==> src/rtl/mac_src_pkg.sv <==
// mac_src_pkg: shared widths and FSM state type for the accumulator sample source
package mac_src_pkg;
  localparam int SAMPLE_W = 8;
  localparam int ACC_W = 20;
  typedef enum logic [1:0] {IDLE, SEND, GAP} src_state_t;
endpackage

==> src/rtl/mac_sample_source_if.sv <==
// mac_sample_source_if: host write, burst control and accumulator stream signals
// exp_sum exists only when MAC_SOURCE_EXPSUM_EN is defined
interface mac_sample_source_if #(parameter int DEPTH = 8, parameter int LEN_W = 8, parameter int GAP_W = 4);
  import mac_src_pkg::*;
  logic wr_en;
  logic [SAMPLE_W-1:0] wr_data;
  logic full;
  logic [$clog2(DEPTH):0] count;
  logic start;
  logic [LEN_W-1:0] burst_len;
  logic [GAP_W-1:0] gap;
  logic [SAMPLE_W-1:0] a_out;
  logic valid_out;
  logic busy;
  logic done;
  logic underrun;
`ifdef MAC_SOURCE_EXPSUM_EN
  logic [ACC_W-1:0] exp_sum;
  modport master (input wr_en, wr_data, start, burst_len, gap,
                  output full, count, a_out, valid_out, busy, done, underrun, exp_sum);
  modport slave (output wr_en, wr_data, start, burst_len, gap,
                 input full, count, a_out, valid_out, busy, done, underrun, exp_sum);
`else
  modport master (input wr_en, wr_data, start, burst_len, gap,
                  output full, count, a_out, valid_out, busy, done, underrun);
  modport slave (output wr_en, wr_data, start, burst_len, gap,
                 input full, count, a_out, valid_out, busy, done, underrun);
`endif
endinterface

==> src/rtl/mac_src_fifo.sv <==
// mac_src_fifo: synchronous FIFO; full is judged before a same-edge pop, no bypass
module mac_src_fifo #(parameter int DEPTH = 8, parameter int W = 8) (
  input  logic clk,
  input  logic reset,
  input  logic push,
  input  logic pop,
  input  logic [W-1:0] din,
  output logic [W-1:0] dout,
  output logic full,
  output logic empty,
  output logic [$clog2(DEPTH):0] count
);
  localparam int AW = $clog2(DEPTH);
  localparam int CW = AW + 1;
  logic [W-1:0] mem [DEPTH];
  logic [AW-1:0] wp, rp;
  logic do_push, do_pop;
  assign full = count == CW'(DEPTH);
  assign empty = count == '0;
  assign do_push = push && !full;
  assign do_pop = pop && !empty;
  assign dout = mem[rp];
  always_ff @(posedge clk) begin
    if (reset) begin
      wp <= '0;
      rp <= '0;
      count <= '0;
    end else begin
      if (do_push) wp <= wp + 1'b1;
      if (do_pop) rp <= rp + 1'b1;
      count <= count + CW'(do_push) - CW'(do_pop);
    end
  end
  always_ff @(posedge clk)
    if (do_push) mem[wp] <= din;
endmodule

==> src/rtl/mac_sample_source.sv <==
// mac_sample_source: FIFO-buffered, gap-paced burst driver for the accumulator a/valid stream
// Optional MAC_SOURCE_EXPSUM_EN adds exp_sum, the running sum of squares of emitted samples
module mac_sample_source import mac_src_pkg::*; #(
  parameter int DEPTH = 8,
  parameter int LEN_W = 8,
  parameter int GAP_W = 4
) (
  input logic clk,
  input logic reset,
  mac_sample_source_if.master bus
);
  src_state_t state, state_n;
  logic [LEN_W-1:0] rem, rem_n;
  logic [GAP_W-1:0] gap_l, gap_n, gcnt, gcnt_n;
  logic [SAMPLE_W-1:0] a_q, a_n, head;
  logic valid_q, valid_n, done_q, done_n, und_q, und_n, busy_q, busy_n;
  logic pop, empty;
  mac_src_fifo #(.DEPTH(DEPTH), .W(SAMPLE_W)) u_fifo (
    .clk(clk), .reset(reset), .push(bus.wr_en), .pop(pop), .din(bus.wr_data),
    .dout(head), .full(bus.full), .empty(empty), .count(bus.count)
  );
  // A SEND visit with rem==0 is the closing cycle; zero-length bursts reuse it
  always_comb begin
    state_n = state;
    rem_n = rem;
    gap_n = gap_l;
    gcnt_n = gcnt;
    a_n = a_q;
    valid_n = 1'b0;
    done_n = 1'b0;
    und_n = 1'b0;
    busy_n = busy_q;
    pop = 1'b0;
    case (state)
      IDLE: if (bus.start) begin
        state_n = SEND;
        rem_n = bus.burst_len;
        gap_n = bus.gap;
        gcnt_n = '0;
        busy_n = 1'b1;
      end
      SEND: if (rem == '0) begin
        state_n = IDLE;
        done_n = 1'b1;
        busy_n = 1'b0;
      end else if (!empty) begin
        pop = 1'b1;
        a_n = head;
        valid_n = 1'b1;
        rem_n = rem - 1'b1;
        gcnt_n = '0;
        state_n = (rem != LEN_W'(1) && gap_l != '0) ? GAP : SEND;
      end else und_n = 1'b1;
      default: begin
        gcnt_n = gcnt + 1'b1;
        state_n = (gcnt == gap_l - 1'b1) ? SEND : GAP;
      end
    endcase
  end
  always_ff @(posedge clk) begin
    if (reset) begin
      state <= IDLE;
      rem <= '0;
      gap_l <= '0;
      gcnt <= '0;
      a_q <= '0;
      valid_q <= 1'b0;
      done_q <= 1'b0;
      und_q <= 1'b0;
      busy_q <= 1'b0;
    end else begin
      state <= state_n;
      rem <= rem_n;
      gap_l <= gap_n;
      gcnt <= gcnt_n;
      a_q <= a_n;
      valid_q <= valid_n;
      done_q <= done_n;
      und_q <= und_n;
      busy_q <= busy_n;
    end
  end
  assign bus.a_out = a_q;
  assign bus.valid_out = valid_q;
  assign bus.done = done_q;
  assign bus.underrun = und_q;
  assign bus.busy = busy_q;
`ifdef MAC_SOURCE_EXPSUM_EN
  logic [ACC_W-1:0] sum_q;
  always_ff @(posedge clk) begin
    if (reset || (state == IDLE && bus.start)) sum_q <= '0;
    else if (pop) sum_q <= sum_q + ACC_W'(head) * ACC_W'(head);
  end
  assign bus.exp_sum = sum_q;
`endif
endmodule
==> src/flat_wrapper.sv <==
// flat-port wrapper written by rule: the top's interface ports become plain ports
module mac_sample_source_flat import mac_src_pkg::*;
#(
  parameter int DEPTH = 8,
  parameter int LEN_W = 8,
  parameter int GAP_W = 4
)
  (clk, reset, bus_wr_en, bus_wr_data, bus_start, bus_burst_len, bus_gap, bus_full, bus_count, bus_a_out, bus_valid_out, bus_busy, bus_done, bus_underrun);
  mac_sample_source_if #(.DEPTH(DEPTH), .LEN_W(LEN_W), .GAP_W(GAP_W)) bus_i ();
  input logic clk;
  input logic reset;
  input wire logic [$bits(bus_i.wr_en)-1:0] bus_wr_en;
  input wire logic [$bits(bus_i.wr_data)-1:0] bus_wr_data;
  input wire logic [$bits(bus_i.start)-1:0] bus_start;
  input wire logic [$bits(bus_i.burst_len)-1:0] bus_burst_len;
  input wire logic [$bits(bus_i.gap)-1:0] bus_gap;
  output wire logic [$bits(bus_i.full)-1:0] bus_full;
  output wire logic [$bits(bus_i.count)-1:0] bus_count;
  output wire logic [$bits(bus_i.a_out)-1:0] bus_a_out;
  output wire logic [$bits(bus_i.valid_out)-1:0] bus_valid_out;
  output wire logic [$bits(bus_i.busy)-1:0] bus_busy;
  output wire logic [$bits(bus_i.done)-1:0] bus_done;
  output wire logic [$bits(bus_i.underrun)-1:0] bus_underrun;
  assign bus_i.wr_en = bus_wr_en;
  assign bus_i.wr_data = bus_wr_data;
  assign bus_i.start = bus_start;
  assign bus_i.burst_len = bus_burst_len;
  assign bus_i.gap = bus_gap;
  assign bus_full = bus_i.full;
  assign bus_count = bus_i.count;
  assign bus_a_out = bus_i.a_out;
  assign bus_valid_out = bus_i.valid_out;
  assign bus_busy = bus_i.busy;
  assign bus_done = bus_i.done;
  assign bus_underrun = bus_i.underrun;
  mac_sample_source #(.DEPTH(DEPTH), .LEN_W(LEN_W), .GAP_W(GAP_W)) u_core (.clk(clk), .reset(reset), .bus(bus_i));
endmodule
==> config.mk <==
export PLATFORM = sky130hd
export DESIGN_NAME = mac_sample_source_flat
export DESIGN_NICKNAME = d
export VERILOG_FILES = /design/src/rtl/mac_src_pkg.sv /design/src/rtl/mac_sample_source_if.sv /design/src/rtl/mac_src_fifo.sv /design/src/rtl/mac_sample_source.sv /design/src/flat_wrapper.sv
export SDC_FILE = /design/constraint.sdc
export NUM_CORES = 1
export LEC_CHECK = 0
export ABC_AREA = 1
export BUFFER_PORTS_ARGS = -buffer_cell sky130_fd_sc_hd__buf_2
export CORE_MARGIN = 2
export CORE_UTILIZATION = 54
export CTS_BUF_LIST = sky130_fd_sc_hd__clkbuf_16
export DETAILED_ROUTE_END_ITERATION = 16
export PLACE_DENSITY = 0.77
export SYNTH_ARGS = -nofsm -noshare
export SYNTH_HDL_FRONTEND = slang
export SYNTH_SLANG_ARGS = --single-unit
==> constraint.sdc <==
create_clock -name clk -period 2.6 [get_ports clk]
set_clock_uncertainty 0.05 [all_clocks]
set_input_delay 0 -clock clk [delete_from_list [all_inputs] [get_ports clk]]
set_output_delay 0 -clock clk [all_outputs]
set_load 0.02 [all_outputs]
==> tab_implementation.tex <==
\begin{tabular}{lr}
\hline
Metric & Value \\
\hline
\multicolumn{2}{l}{\textbf{Status}} \\
\quad Result of the run & completed \\
\multicolumn{2}{l}{\textbf{Routing}} \\
\quad Routed Wire Length & 10100 um \\
\quad Avg WL per Cell & 13.7 um \\
\quad Routed via count & 3769 \\
\quad Detailed-route DRC error count & 0 \\
\quad Antenna-violating nets left & 0 \\
\quad Iteration-0 DRC Markers & 278 \\
\quad First drt pass iteration count & 4 \\
\quad Ratio of routed vias to standard cells & 5.07 \\
\multicolumn{2}{l}{\textbf{STA}} \\
\quad Max Clk Rate & 414 MHz \\
\quad Slew at the pin with the worst max-slew slack & 0.574 ns \\
\quad RSZ-0062 raised after global routing & false \\
\quad Worst-case headroom to the max-slew limit & 0.616 \\
\quad Ratio of final minimum period to clock period & 0.930 \\
\quad Minimum clock period after layout & 2.42 ns \\
\quad Final Max Tran Viols & 0 \\
\quad Final setup violation count & 0 \\
\quad Number of hold violations in the final report & 0 \\
\quad Post-Route Setup TNS & 0 ns \\
\multicolumn{2}{l}{\textbf{Clock tree}} \\
\quad CTS buffer count & 9 \\
\quad CTS tree & done \\
\quad Clock-pin slew on the worst setup and hold paths & 0.07 ns \\
\quad Number of buffers on the longest clock path & 2 \\
\quad Clock sinks & 104 \\
\quad CTS Root Cell & sky130\_fd\_sc\_hd\_\_clkbuf\_16 \\
\quad Number of levels the H-tree was split into & 3 \\
\quad Clock latency of the later-clocked register in the worst-skew pair & 0.34 ns \\
\multicolumn{2}{l}{\textbf{Final layout}} \\
\quad Footprint of the multi-input gates & 1790 sq um \\
\quad Util after Layout & 0.650 \\
\quad Sequential cell area & 2720 sq um \\
\quad Proportion of layout cells with a drive suffix above 1 & 0.131 \\
\quad Number of fill cells & 710 \\
\quad Number of cells in the finished layout apart from fillers & 743 \\
\quad Layout overhead on the synthesized area & 17.2\% \\
\quad Antenna cells & 0 \\
\quad Total Nets Final & 668 \\
\multicolumn{2}{l}{\textbf{Global routing}} \\
\quad Pin count of the biggest net entering global routing & 34 \\
\quad Global-route usage over all layers & 0.217 \\
\quad Number of antenna violations at the first check in global routing & 0 \\
\quad Wire length of the first global-routing pass & 16800 um \\
\quad Number of global-route vias before repair & 3576 \\
\quad Aggregate global routing overflow & 0 \\
\multicolumn{2}{l}{\textbf{Worst setup path}} \\
\quad Data arrival time of the critical path & 2.58 ns \\
\quad Type of the setup path with the least slack & register to register \\
\quad CP Buf/Inv Count & 4 \\
\quad Slowest-stage cell, CP & sky130\_fd\_sc\_hd\_\_fa\_1 \\
\quad CP Max Fanout & 12 \\
\quad Worst-path cell chain & inv\_1 > ha\_4 > nand2\_2 > nor2\_4 > inv\_1 > nand3\_2 > inv\_2 > ha\_1 > inv\_1 > ha\_1 > fa\_1 > xnor2\_1 > nor2\_1 \\
\quad Critical path data required time & 2.76 ns \\
\quad Maximum cell stage delay along the critical path & 0.39 ns \\
\quad Crit. End Element & register \\
\quad Critical Path Most Common Cell & sky130\_fd\_sc\_hd\_\_inv\_1 \\
\quad Worst reg-to-reg setup slack & 0.18 ns \\
\quad Family of cells with the greatest summed delay on the critical path & adder cells \\
\quad Worst Setup Start Kind & register \\
\multicolumn{2}{l}{\textbf{Synth}} \\
\quad Flip-flop and latch count after synthesis & 104 \\
\quad Proportion of synthesized chip area in sequential cells & 0.566 \\
\quad Cell type with the highest aggregate area in the netlist & sky130\_fd\_sc\_hd\_\_edfxtp\_1 \\
\quad Share of the synthesized area in the top cell type & 0.399 \\
\quad Count of mapped cells out of synthesis & 569 \\
\quad Post-Syn Nets & 607 \\
\quad Post-synthesis area per instance & 8.46 sq um \\
\quad Most instantiated library cell after synthesis & sky130\_fd\_sc\_hd\_\_nand2\_1 \\
\quad Cells taking the most area after synthesis & sky130\_fd\_sc\_hd\_\_edfxtp\_1 (40\%), sky130\_fd\_sc\_hd\_\_nand2\_1 (18\%), sky130\_fd\_sc\_hd\_\_dfxtp\_1 (17\%), sky130\_fd\_sc\_hd\_\_inv\_1 (4.1\%), sky130\_fd\_sc\_hd\_\_nor2\_1 (4.0\%) \\
\quad Post-Synthesis Cell Area & 4810 sq um \\
\quad Fraction of synthesis flops using an asynchronous set or reset pin & 0 \\
\quad Number of library cell types mapped by synthesis & 32 \\
\quad Leading register cell type out of synthesis & sky130\_fd\_sc\_hd\_\_edfxtp\_1 \\
\quad Most frequent cells after synthesis & sky130\_fd\_sc\_hd\_\_nand2\_1 (235), sky130\_fd\_sc\_hd\_\_edfxtp\_1 (64), sky130\_fd\_sc\_hd\_\_inv\_1 (52), sky130\_fd\_sc\_hd\_\_nor2\_1 (51), sky130\_fd\_sc\_hd\_\_dfxtp\_1 (40) \\
\quad Count of flip-flops with a built-in enable after synthesis & 64 \\
\quad Synthesis warning total & 0 \\
\multicolumn{2}{l}{\textbf{Power}} \\
\quad Power per cell area & 987 nW/um\^{}2 \\
\quad Final total power & 5.56 mW \\
\quad Maximum vdd ir drop & 0.491 mV \\
\quad Leakage power of the design & 2.56 nW \\
\multicolumn{2}{l}{\textbf{Hold path}} \\
\quad Path type of the worst min-delay path & input pin to register \\
\multicolumn{2}{l}{\textbf{Placement}} \\
\quad Placed cells & 711 \\
\quad HPWL after detailed placement & 6500 um \\
\quad Quantity of I/O buffers inserted on ports & 40 \\
\quad Routability Congestion & 0.887 \\
\multicolumn{2}{l}{\textbf{Floorplanning}} \\
\quad CORE AREA & 8680 sq um \\
\quad Effective utilization at floorplan & 0.555 \\
\quad Overall die width & 98.4 um \\
\quad Die area & 9680 sq um \\
\quad Standard-cell row count & 34 \\
\quad Height of the chip & 98.4 um \\
\quad Io pins & 41 \\
\multicolumn{2}{l}{\textbf{Flow run}} \\
\quad MaxCap Viol Count & 0 \\
\hline
\end{tabular}
-- worst register-to-register path: cells and delay by family (launching register included) --
family | cells | cell delay [ns]
AND/OR/NAND/NOR | 4 | 0.35
XOR/XNOR | 1 | 0.16
flip-flops | 1 | 0.32
adder cells (fa/ha/maj) | 4 | 1.06
buffers and inverters | 4 | 0.35
-- metrics by stage --
step / setup WS, ns / hold slack [ns] / instance area (sq um)
after floorplan: 0.192 / 0.0489 / 4810
after global placement: 0.211 / 0.223 / 5140
after detailed placement: 0.110 / 0.226 / 5140
after CTS: 0.0982 / 0.00780 / 5630
after global routing: 0.0102 / 0.0379 / 5640
final: 0.182 / 0.0195 / 5640
-- power by group --
group	switching [mW]	leakage, nW	internal (mW)
logic	1.29	1.49	0.655
clock network	0.613	0.161	0.858
registers	0.159	0.908	1.99
-- placed cells by master (no fill, tap or decap), types with 5 or more instances in the layout --
cell type and instances:
sky130_fd_sc_hd__nand2_1 235, sky130_fd_sc_hd__edfxtp_1 64, sky130_fd_sc_hd__dlygate4sd3_1 16, sky130_fd_sc_hd__nor2_1 51, sky130_fd_sc_hd__nand3_1 23, sky130_fd_sc_hd__clkbuf_16 9, sky130_fd_sc_hd__nand4_1 5, sky130_fd_sc_hd__ha_1 12
sky130_fd_sc_hd__buf_2 40, sky130_fd_sc_hd__dfxtp_1 40, sky130_fd_sc_hd__buf_4 13, sky130_fd_sc_hd__o21ai_0 15, sky130_fd_sc_hd__inv_1 51, sky130_fd_sc_hd__a21oi_1 27
-- logic make-up after synthesis --
logic type / share of synthesized area
simple gates: 0.276
compound gates: 0.0476
flops: 0.566
fa+ha+maj: 0.0380
xor+xnor: 0.00728
buf+inv: 0.0658
-- per-layer routing --
| metal | vias to the layer above | global-route usage | wire length [um] |
|---|---|---|---|
| li1 | 1930 | - | - |
| met1 | 1750 | 0.291 | 4620 |
| met2 | 78 | 0.366 | 5020 |
| met3 | 11 | 0.0305 | 401 |
| met4 | 0 | 0.0769 | 111 |
| met5 | - | 0 | 0 |
-- area by class of cell --
type	instances	share of cell area
Clock buffer	9	0.0399
Clock inverter	7	0.0184
Inverter	55	0.0370
Multi-Input combinational cell	391	0.317
Sequential cell	104	0.483
Tap cell	108	0.0240
Timing Repair Buffer	69	0.0812
-- sequential cells by signal, indices dropped and copies added (netlist names), 2 cells and up --
name / count
u_core.bus.a_out: 8
u_core.u_fifo.wp: 3
u_core.state: 2
u_core.rem: 8
u_core.gap_l: 4
u_core.u_fifo.count: 4
u_core.u_fifo.rp: 3
u_core.gcnt: 4
u_core.u_fifo.mem: 64
-- final timing paths --
kind,from,endpoint,depth (start not counted)
min,bus_burst_len[3],u_core.rem[3],5
max,u_core.rem[1],u_core.u_fifo.count[2],13
max reg2reg,u_core.rem[1],u_core.u_fifo.count[2],13
min reg2reg,u_core.bus.busy,u_core.bus.busy,2
-- repair_timing --
item | CTS | global route
buffers inserted | 0 | 0
setup endpoints to repair | 0 | 2
hold endpoints to repair | 72 | 0
resized for setup | 0 | 3
hold buffers | 16 | 0
Power figures use the tool's default switching activity.
